==> src/rtl/axi4l_master_bridge_if.sv <==
// rtl/axi4l_master_bridge_if.sv - AXI4-Lite interface bundle used by the bridge
interface axi4l_if (
  input logic aclk,
  input logic aresetn
);
  logic [31:0] awaddr;
  logic [2:0]  awprot;
  logic        awvalid;
  logic        awready;
  logic [31:0] wdata;
  logic [3:0]  wstrb;
  logic        wvalid;
  logic        wready;
  logic [1:0]  bresp;
  logic        bvalid;
  logic        bready;
  logic [31:0] araddr;
  logic [2:0]  arprot;
  logic        arvalid;
  logic        arready;
  logic [31:0] rdata;
  logic [1:0]  rresp;
  logic        rvalid;
  logic        rready;

  modport master (
    output awaddr, awprot, awvalid,
    input  awready,
    output wdata, wstrb, wvalid,
    input  wready,
    input  bresp, bvalid,
    output bready,
    output araddr, arprot, arvalid,
    input  arready,
    input  rdata, rresp, rvalid,
    output rready
  );

  modport slave (
    input  aclk, aresetn,
    input  awaddr, awprot, awvalid,
    output awready,
    input  wdata, wstrb, wvalid,
    output wready,
    output bresp, bvalid,
    input  bready,
    input  araddr, arprot, arvalid,
    output arready,
    output rdata, rresp, rvalid,
    input  rready
  );
endinterface

==> src/rtl/axi4l_master_bridge.sv <==
// rtl/axi4l_master_bridge.sv - core req/gnt/rvalid data port to AXI4-Lite master, one access in flight
module axi4l_master_bridge #(
  parameter int unsigned timeout = 0
) (
  input  logic        clk,
  input  logic        reset,
  input  logic        data_req_i,
  output logic        data_gnt_o,
  output logic        data_rvalid_o,
  input  logic        data_we_i,
  input  logic [3:0]  data_be_i,
  input  logic [31:0] data_addr_i,
  input  logic [31:0] data_wdata_i,
  output logic [31:0] data_rdata_o,
  output logic        data_err_o,
  axi4l_if.master     axi
);

  typedef enum logic [2:0] {
    IDLE,
    WRITE,
    WRESP,
    READ,
    RRESP,
    DRAIN
  } state_t;

  state_t      state;
  logic        awvalid_q;
  logic        wvalid_q;
  logic        arvalid_q;
  logic        bready_q;
  logic        rready_q;
  logic        we_q;
  logic [31:0] addr_q;
  logic [31:0] wdata_q;
  logic [3:0]  be_q;

  logic aw_hs;
  logic w_hs;
  logic ar_hs;
  logic b_hs;
  logic r_hs;
  logic aw_clear;
  logic w_clear;
  logic b_error;
  logic r_error;
  logic tmo_fire;

  assign aw_hs = awvalid_q && axi.awready;
  assign w_hs  = wvalid_q && axi.wready;
  assign ar_hs = arvalid_q && axi.arready;
  assign b_hs  = bready_q && axi.bvalid;
  assign r_hs  = rready_q && axi.rvalid;

  // True when no AW (resp. W) beat is left outstanding after this cycle
  assign aw_clear = !awvalid_q || axi.awready;
  assign w_clear  = !wvalid_q || axi.wready;

  // SLVERR and DECERR both have bit 1 set; OKAY/EXOKAY do not
  assign b_error = (axi.bresp == 2'b10) || (axi.bresp == 2'b11);
  assign r_error = (axi.rresp == 2'b10) || (axi.rresp == 2'b11);

  assign data_gnt_o = (state == IDLE) && data_req_i;

  assign axi.awaddr  = addr_q;
  assign axi.awprot  = 3'b000;
  assign axi.awvalid = awvalid_q;
  assign axi.wdata   = wdata_q;
  assign axi.wstrb   = be_q;
  assign axi.wvalid  = wvalid_q;
  assign axi.bready  = bready_q;
  assign axi.araddr  = addr_q;
  assign axi.arprot  = 3'b000;
  assign axi.arvalid = arvalid_q;
  assign axi.rready  = rready_q;

  generate
    if (timeout > 0) begin : g_wdog
      localparam int CW = $clog2(timeout + 1) + 1;
      // Counter value seen in the cycle before the error pulse must appear
      localparam logic [CW-1:0] FIRE_AT = (timeout >= 2) ? CW'(timeout - 2) : '0;
      logic [CW-1:0] cnt;
      logic          busy;

      assign busy = (state == WRITE) || (state == WRESP) || (state == READ) || (state == RRESP);

      // Cycles spent waiting on the slave since the grant; saturates rather than wrapping
      always_ff @(posedge clk) begin
        if (reset || data_gnt_o) begin
          cnt <= '0;
        end else if (busy && (cnt != '1)) begin
          cnt <= cnt + CW'(1);
        end
      end

      assign tmo_fire = busy && (cnt >= FIRE_AT);
    end else begin : g_no_wdog
      assign tmo_fire = 1'b0;
    end
  endgenerate

  // Transaction sequencing: capture on grant, drive AXI channels, report completion to the core
  always_ff @(posedge clk) begin
    if (reset) begin
      state         <= IDLE;
      awvalid_q     <= 1'b0;
      wvalid_q      <= 1'b0;
      arvalid_q     <= 1'b0;
      bready_q      <= 1'b0;
      rready_q      <= 1'b0;
      we_q          <= 1'b0;
      addr_q        <= '0;
      wdata_q       <= '0;
      be_q          <= '0;
      data_rvalid_o <= 1'b0;
      data_err_o    <= 1'b0;
      data_rdata_o  <= '0;
    end else begin
      data_rvalid_o <= 1'b0;
      // Valids drop only on their own handshake, also after a timeout
      if (aw_hs) awvalid_q <= 1'b0;
      if (w_hs)  wvalid_q  <= 1'b0;
      if (ar_hs) arvalid_q <= 1'b0;

      case (state)
        IDLE: begin
          if (data_req_i) begin
            addr_q  <= data_addr_i & 32'hFFFF_FFFC;
            be_q    <= data_be_i;
            wdata_q <= data_wdata_i;
            we_q    <= data_we_i;
            if (data_we_i) begin
              awvalid_q <= 1'b1;
              wvalid_q  <= 1'b1;
              state     <= WRITE;
            end else begin
              arvalid_q <= 1'b1;
              state     <= READ;
            end
          end
        end
        WRITE: begin
          if (aw_clear && w_clear) begin
            bready_q <= 1'b1;
            state    <= WRESP;
          end
          if (tmo_fire) begin
            state         <= DRAIN;
            data_rvalid_o <= 1'b1;
            data_err_o    <= 1'b1;
            data_rdata_o  <= '0;
          end
        end
        WRESP: begin
          if (b_hs) begin
            bready_q      <= 1'b0;
            state         <= IDLE;
            data_rvalid_o <= 1'b1;
            data_err_o    <= b_error;
            data_rdata_o  <= '0;
          end else if (tmo_fire) begin
            state         <= DRAIN;
            data_rvalid_o <= 1'b1;
            data_err_o    <= 1'b1;
            data_rdata_o  <= '0;
          end
        end
        READ: begin
          if (ar_hs) begin
            rready_q <= 1'b1;
            state    <= RRESP;
          end
          if (tmo_fire) begin
            state         <= DRAIN;
            data_rvalid_o <= 1'b1;
            data_err_o    <= 1'b1;
            data_rdata_o  <= '0;
          end
        end
        RRESP: begin
          if (r_hs) begin
            rready_q      <= 1'b0;
            state         <= IDLE;
            data_rvalid_o <= 1'b1;
            data_err_o    <= r_error;
            data_rdata_o  <= axi.rdata;
          end else if (tmo_fire) begin
            state         <= DRAIN;
            data_rvalid_o <= 1'b1;
            data_err_o    <= 1'b1;
            data_rdata_o  <= '0;
          end
        end
        DRAIN: begin
          // The core already got its error; swallow whatever response eventually arrives
          if (we_q) begin
            if ((awvalid_q || wvalid_q) && aw_clear && w_clear) bready_q <= 1'b1;
            if (b_hs) begin
              bready_q <= 1'b0;
              state    <= IDLE;
            end
          end else begin
            if (ar_hs) rready_q <= 1'b1;
            if (r_hs) begin
              rready_q <= 1'b0;
              state    <= IDLE;
            end
          end
        end
        default: state <= IDLE;
      endcase
    end
  end

endmodule
==> src/flat_wrapper.sv <==
// flat-port wrapper written by rule: the top's interface ports become plain ports
module axi4l_master_bridge_flat 
#(
  parameter int unsigned timeout = 0
)
  (clk, reset, data_req_i, data_gnt_o, data_rvalid_o, data_we_i, data_be_i, data_addr_i, data_wdata_i, data_rdata_o, data_err_o, aclk, aresetn, axi_awaddr, axi_awprot, axi_awvalid, axi_awready, axi_wdata, axi_wstrb, axi_wvalid, axi_wready, axi_bresp, axi_bvalid, axi_bready, axi_araddr, axi_arprot, axi_arvalid, axi_arready, axi_rdata, axi_rresp, axi_rvalid, axi_rready);
  axi4l_if axi_i (.aclk(aclk), .aresetn(aresetn));
  input  logic clk;
  input  logic reset;
  input  logic data_req_i;
  output logic data_gnt_o;
  output logic data_rvalid_o;
  input  logic data_we_i;
  input  logic [3:0] data_be_i;
  input  logic [31:0] data_addr_i;
  input  logic [31:0] data_wdata_i;
  output logic [31:0] data_rdata_o;
  output logic data_err_o;
  input wire logic aclk;
  input wire logic aresetn;
  output wire logic [$bits(axi_i.awaddr)-1:0] axi_awaddr;
  output wire logic [$bits(axi_i.awprot)-1:0] axi_awprot;
  output wire logic [$bits(axi_i.awvalid)-1:0] axi_awvalid;
  input wire logic [$bits(axi_i.awready)-1:0] axi_awready;
  output wire logic [$bits(axi_i.wdata)-1:0] axi_wdata;
  output wire logic [$bits(axi_i.wstrb)-1:0] axi_wstrb;
  output wire logic [$bits(axi_i.wvalid)-1:0] axi_wvalid;
  input wire logic [$bits(axi_i.wready)-1:0] axi_wready;
  input wire logic [$bits(axi_i.bresp)-1:0] axi_bresp;
  input wire logic [$bits(axi_i.bvalid)-1:0] axi_bvalid;
  output wire logic [$bits(axi_i.bready)-1:0] axi_bready;
  output wire logic [$bits(axi_i.araddr)-1:0] axi_araddr;
  output wire logic [$bits(axi_i.arprot)-1:0] axi_arprot;
  output wire logic [$bits(axi_i.arvalid)-1:0] axi_arvalid;
  input wire logic [$bits(axi_i.arready)-1:0] axi_arready;
  input wire logic [$bits(axi_i.rdata)-1:0] axi_rdata;
  input wire logic [$bits(axi_i.rresp)-1:0] axi_rresp;
  input wire logic [$bits(axi_i.rvalid)-1:0] axi_rvalid;
  output wire logic [$bits(axi_i.rready)-1:0] axi_rready;
  assign axi_awaddr = axi_i.awaddr;
  assign axi_awprot = axi_i.awprot;
  assign axi_awvalid = axi_i.awvalid;
  assign axi_i.awready = axi_awready;
  assign axi_wdata = axi_i.wdata;
  assign axi_wstrb = axi_i.wstrb;
  assign axi_wvalid = axi_i.wvalid;
  assign axi_i.wready = axi_wready;
  assign axi_i.bresp = axi_bresp;
  assign axi_i.bvalid = axi_bvalid;
  assign axi_bready = axi_i.bready;
  assign axi_araddr = axi_i.araddr;
  assign axi_arprot = axi_i.arprot;
  assign axi_arvalid = axi_i.arvalid;
  assign axi_i.arready = axi_arready;
  assign axi_i.rdata = axi_rdata;
  assign axi_i.rresp = axi_rresp;
  assign axi_i.rvalid = axi_rvalid;
  assign axi_rready = axi_i.rready;
  axi4l_master_bridge #(.timeout(timeout)) u_core (.clk(clk), .reset(reset), .data_req_i(data_req_i), .data_gnt_o(data_gnt_o), .data_rvalid_o(data_rvalid_o), .data_we_i(data_we_i), .data_be_i(data_be_i), .data_addr_i(data_addr_i), .data_wdata_i(data_wdata_i), .data_rdata_o(data_rdata_o), .data_err_o(data_err_o), .axi(axi_i));
endmodule
==> config.mk <==
export PLATFORM = sky130hd
export DESIGN_NAME = axi4l_master_bridge_flat
export DESIGN_NICKNAME = d
export VERILOG_FILES = /design/src/rtl/axi4l_master_bridge_if.sv /design/src/rtl/axi4l_master_bridge.sv /design/src/flat_wrapper.sv
export SDC_FILE = /design/constraint.sdc
export NUM_CORES = 1
export LEC_CHECK = 0
export BUFFER_PORTS_ARGS = -buffer_cell sky130_fd_sc_hd__buf_2
export CAP_MARGIN = 30
export CORE_ASPECT_RATIO = 1.25
export CORE_MARGIN = 1
export CORE_UTILIZATION = 40
export DETAILED_ROUTE_END_ITERATION = 10
export HOLD_SLACK_MARGIN = 0.15
export PLACE_DENSITY_LB_ADDON = 0.05
export SLEW_MARGIN = 5
export SYNTH_ARGS = -nofsm -noshare
export SYNTH_HDL_FRONTEND = slang
export SYNTH_SLANG_ARGS = --single-unit
==> constraint.sdc <==
create_clock -name clk -period 3.7 [get_ports clk]
set_input_delay 0 -clock clk [delete_from_list [all_inputs] [get_ports clk]]
set_output_delay 0 -clock clk [all_outputs]
set_load 0.01 [all_outputs]
==> impl_metrics.py <==
metrics = {
    "clock_tree": {
        "numCtsBuffers": 9,
        "cts_buffer_depth": 2,
        "post_cts_buffers": 0,
        "clk_latency_ns": 0.34,
        "cts_tree": "built",
        "cts_root_buf": "clkbuf_16",
        "numClockSinks": 109,
        "path_clk_slew_ns": 0.07,
        "cts_resized": 0,
        "htree_levels": 3,
    },
    "synthesis": {
        "synth_cells": 521,
        "yosysUniqueCellTypes": 36,
        "yosys_warnings": 0,
        "yosys_register_bits": 109,
        "syn_area_um2": 4333,
        "avgSynthCellArea_um2": 8.317,
        "yosysSeqAreaShare": 0.5036,
        "synthFlopType": "dfxtp_1",
        "synth_edf_count": 0,
        "async_reset_ff_frac": 0,
    },
    "die": {
        "core_um2": 10560,
        "die_x_um": 95.09,
        "num_io_pins": 261,
        "rows": 42,
        "fp.dieH_um": 118.4,
        "die-area_um2": 11260,
        "initial_utilization": 0.4102,
    },
    "critical_path": {
        "arrival_ns": 2.78,
        "cp_max_fo": 34,
        "r2r-start": "u_core.state[2]",
        "rrSetupSlack_ns": 1.15,
        "cp-end-kind": "flop",
        "cp-start-kind": "flop",
        "critPathKind": "reg2reg",
        "r2r_end": "u_core.data_rdata_o[14]",
        "worstPathRequired_ns": 3.93,
        "reg2reg_depth": 7,
    },
    "global_routing": {
        "track_usage": 0.2239,
        "grt_pass1_wl_mm": 20.11,
        "grt_max_degree": 69,
        "grt_pass1_vias": 4385,
        "antenna_found_initial": 0,
        "grt_overflow": 0,
    },
    "placement": {
        "io_buffers": 244,
        "gp_congestion": 0.7283,
        "dpl.cell_count": 834,
        "dpl.hpwl_mm": 7.540,
    },
    "pwr": {
        "power.density_nw_per_um2": 528.9,
        "fin_total_pwr_w": 0.003637,
        "p_leak_nw": 3.321,
        "peakVddDrop_v": 0.0003176,
    },
    "sta": {
        "worst_pin_slew_ns": 0.7240,
        "worst_hold_slack_ns": 0.1726,
        "rsz0062_at_grt": "no",
        "fin_crit_sh": 0.6900,
        "slew_headroom": 0.5173,
        "slew_violations": 0,
        "hold_viol": 0,
        "setup_viol": 0,
        "finalSetupTns_ns": 0,
        "fin_crit_ns": 2.553,
        "max_freq_mhz": 391.7,
        "fin_skew_ns": 0.007594,
    },
    "job": {
        "drv_cap": 0,
    },
    "layout": {
        "area_growth_pct": 58.68,
        "final_util": 0.6509,
        "drive_above_1_share": 0.3306,
        "stdcell_count": 973,
        "fin_nets": 952,
        "num_antenna_cells": 0,
    },
    "drt": {
        "vias": 4599,
        "first_pass_iters": 5,
        "viasPerCell": 4.727,
        "dr.first_iter.drc_count": 142,
        "drc": 0,
        "wire_per_inst_um": 13.23,
        "wl_mm": 12.87,
        "drtAntennaViolNets": 0,
    },
    "min_path": {
        "holdPathStages": 2,
        "min_from": "reset",
        "holdPathEnd": "u_core.axi.araddr[26]",
        "hp-class": "in2reg",
    },
    "run_status": {
        "outcome": "completed",
    },
}
[cells in the mapped netlist (2+ instances only)]
library cell | count | area, um^2
nand2_1 | 139 | 521.8
dfxtp_1 | 109 | 2182
a21oi_1 | 79 | 395.4
buf_4 | 44 | 330.3
nor2_1 | 43 | 161.4
a22oi_1 | 24 | 180.2
clkbuf_1 | 17 | 63.81
buf_2 | 10 | 50.05
a22oi_2 | 8 | 100.1
buf_6 | 6 | 67.56
nand2b_1 | 5 | 31.28
nand3_1 | 4 | 20.02
nor3_1 | 4 | 20.02
inv_1 | 3 | 11.26
a211oi_1 | 2 | 15.01
a31oi_1 | 2 | 12.51
mux2i_1 | 2 | 20.02
o21bai_1 | 2 | 15.01
[layout by cell type (no fill, tap or decap), drive strengths merged, types with 4 or more instances in the layout]
master / Yosys / routed
nor2: 44 / 44
nor3: 4 / 4
buf: 60 / 249
clkbuf: 17 / 12
conb: 1 / 10
nand3: 5 / 5
a22oi: 32 / 32
a21oi: 79 / 79
dfxtp: 109 / 109
dlygate4sd3: 0 / 124
nand2b: 5 / 5
nand2: 139 / 139
inv: 4 / 4
[critical path: stages (launching register included)]
cell           delay, ns
dfxtp_1             0.59
nor2b_1             0.27
nand3_1             0.17
a21o_1              0.21
buf_4               0.25
a22oi_1             0.31
nor2_1              0.07
dlygate4sd3_1       0.58
[kinds of logic (layout without fill, tap and decap cells)]
family	Yosys count	after routing	share of synthesized area
XOR/XNOR	1	1	0.002022
flip-flops	109	109	0.5036
other	1	10	0.0008655
AO/OA/AOI/OAI	124	124	0.1779
AND/OR/NAND/NOR	202	202	0.1868
buffers and inverters	81	392	0.1216
multiplexers	3	3	0.007219
[worst max path at each step]
stage,slack [ns],end,cells after the start,from
floorplan,2.29,u_core.data_rdata_o[30],8,u_core.state[1]
global placement,1.63,u_core.axi.awvalid,5,u_core.state[0]
detailed placement,1.79,u_core.data_rdata_o[4],6,u_core.state[2]
CTS,1.23,u_core.data_rdata_o[8],7,u_core.state[2]
global route,0.92,u_core.data_rdata_o[14],7,u_core.state[2]
finish,1.15,u_core.data_rdata_o[14],7,u_core.state[2]
[per-layer routing]
layer	vias to the layer above	global-route usage	wire, um
met5	-	0	0
met4	0	0.09280	221
met3	19	0.04826	925
met2	191	0.3871	6499
met1	2091	0.2609	5228
li1	2298	-	-
[metrics by stage]
stage / worst slack, ns / instance area (um^2)
floorplan: 2.293 / 4367
global placement: 1.634 / 5269
detailed placement: 1.789 / 5309
CTS: 1.232 / 6875
global route: 0.9229 / 6875
finish: 1.147 / 6875
[final cells by class]
class / instances / area, um^2
repair buffers: 373 / 2527
multi-input cells: 340 / 1660
clock buffers: 12 / 256.5
inverters: 4 / 15.01
fillers: 849 / 3687
flip-flops and latches: 109 / 2182
clock inverters: 3 / 68.82
well taps: 132 / 165.2
[where the power goes]
part,internal [W],total [W],switching (W)
sequential,0.00134,0.00147,0.000136
clock,0.000628,0.00103,0.000407
combinational,0.000482,0.00113,0.000647
total,0.00245,0.00364,0.00119
[sequential cells by signal (all words and copies together), names as in the netlist]
name / flops
u_core.axi.awvalid: 1
u_core.axi.bready: 1
u_core.axi.wvalid: 1
u_core.axi.arvalid: 1
u_core.axi.wdata: 32
u_core.data_rvalid_o: 1
u_core.we_q: 1
u_core.axi.wstrb: 4
u_core.data_err_o: 1
u_core.axi.rready: 1
u_core.data_rdata_o: 32
u_core.state: 3
u_core.axi.araddr: 30
[timing repair]
action                                  in CTS  in global routing
hold endpoints to repair                   108                  0
hold buffers                               124                  0
endpoints found under the setup margin       0                  0
Note: power is estimated with default switching activity, not from simulation.
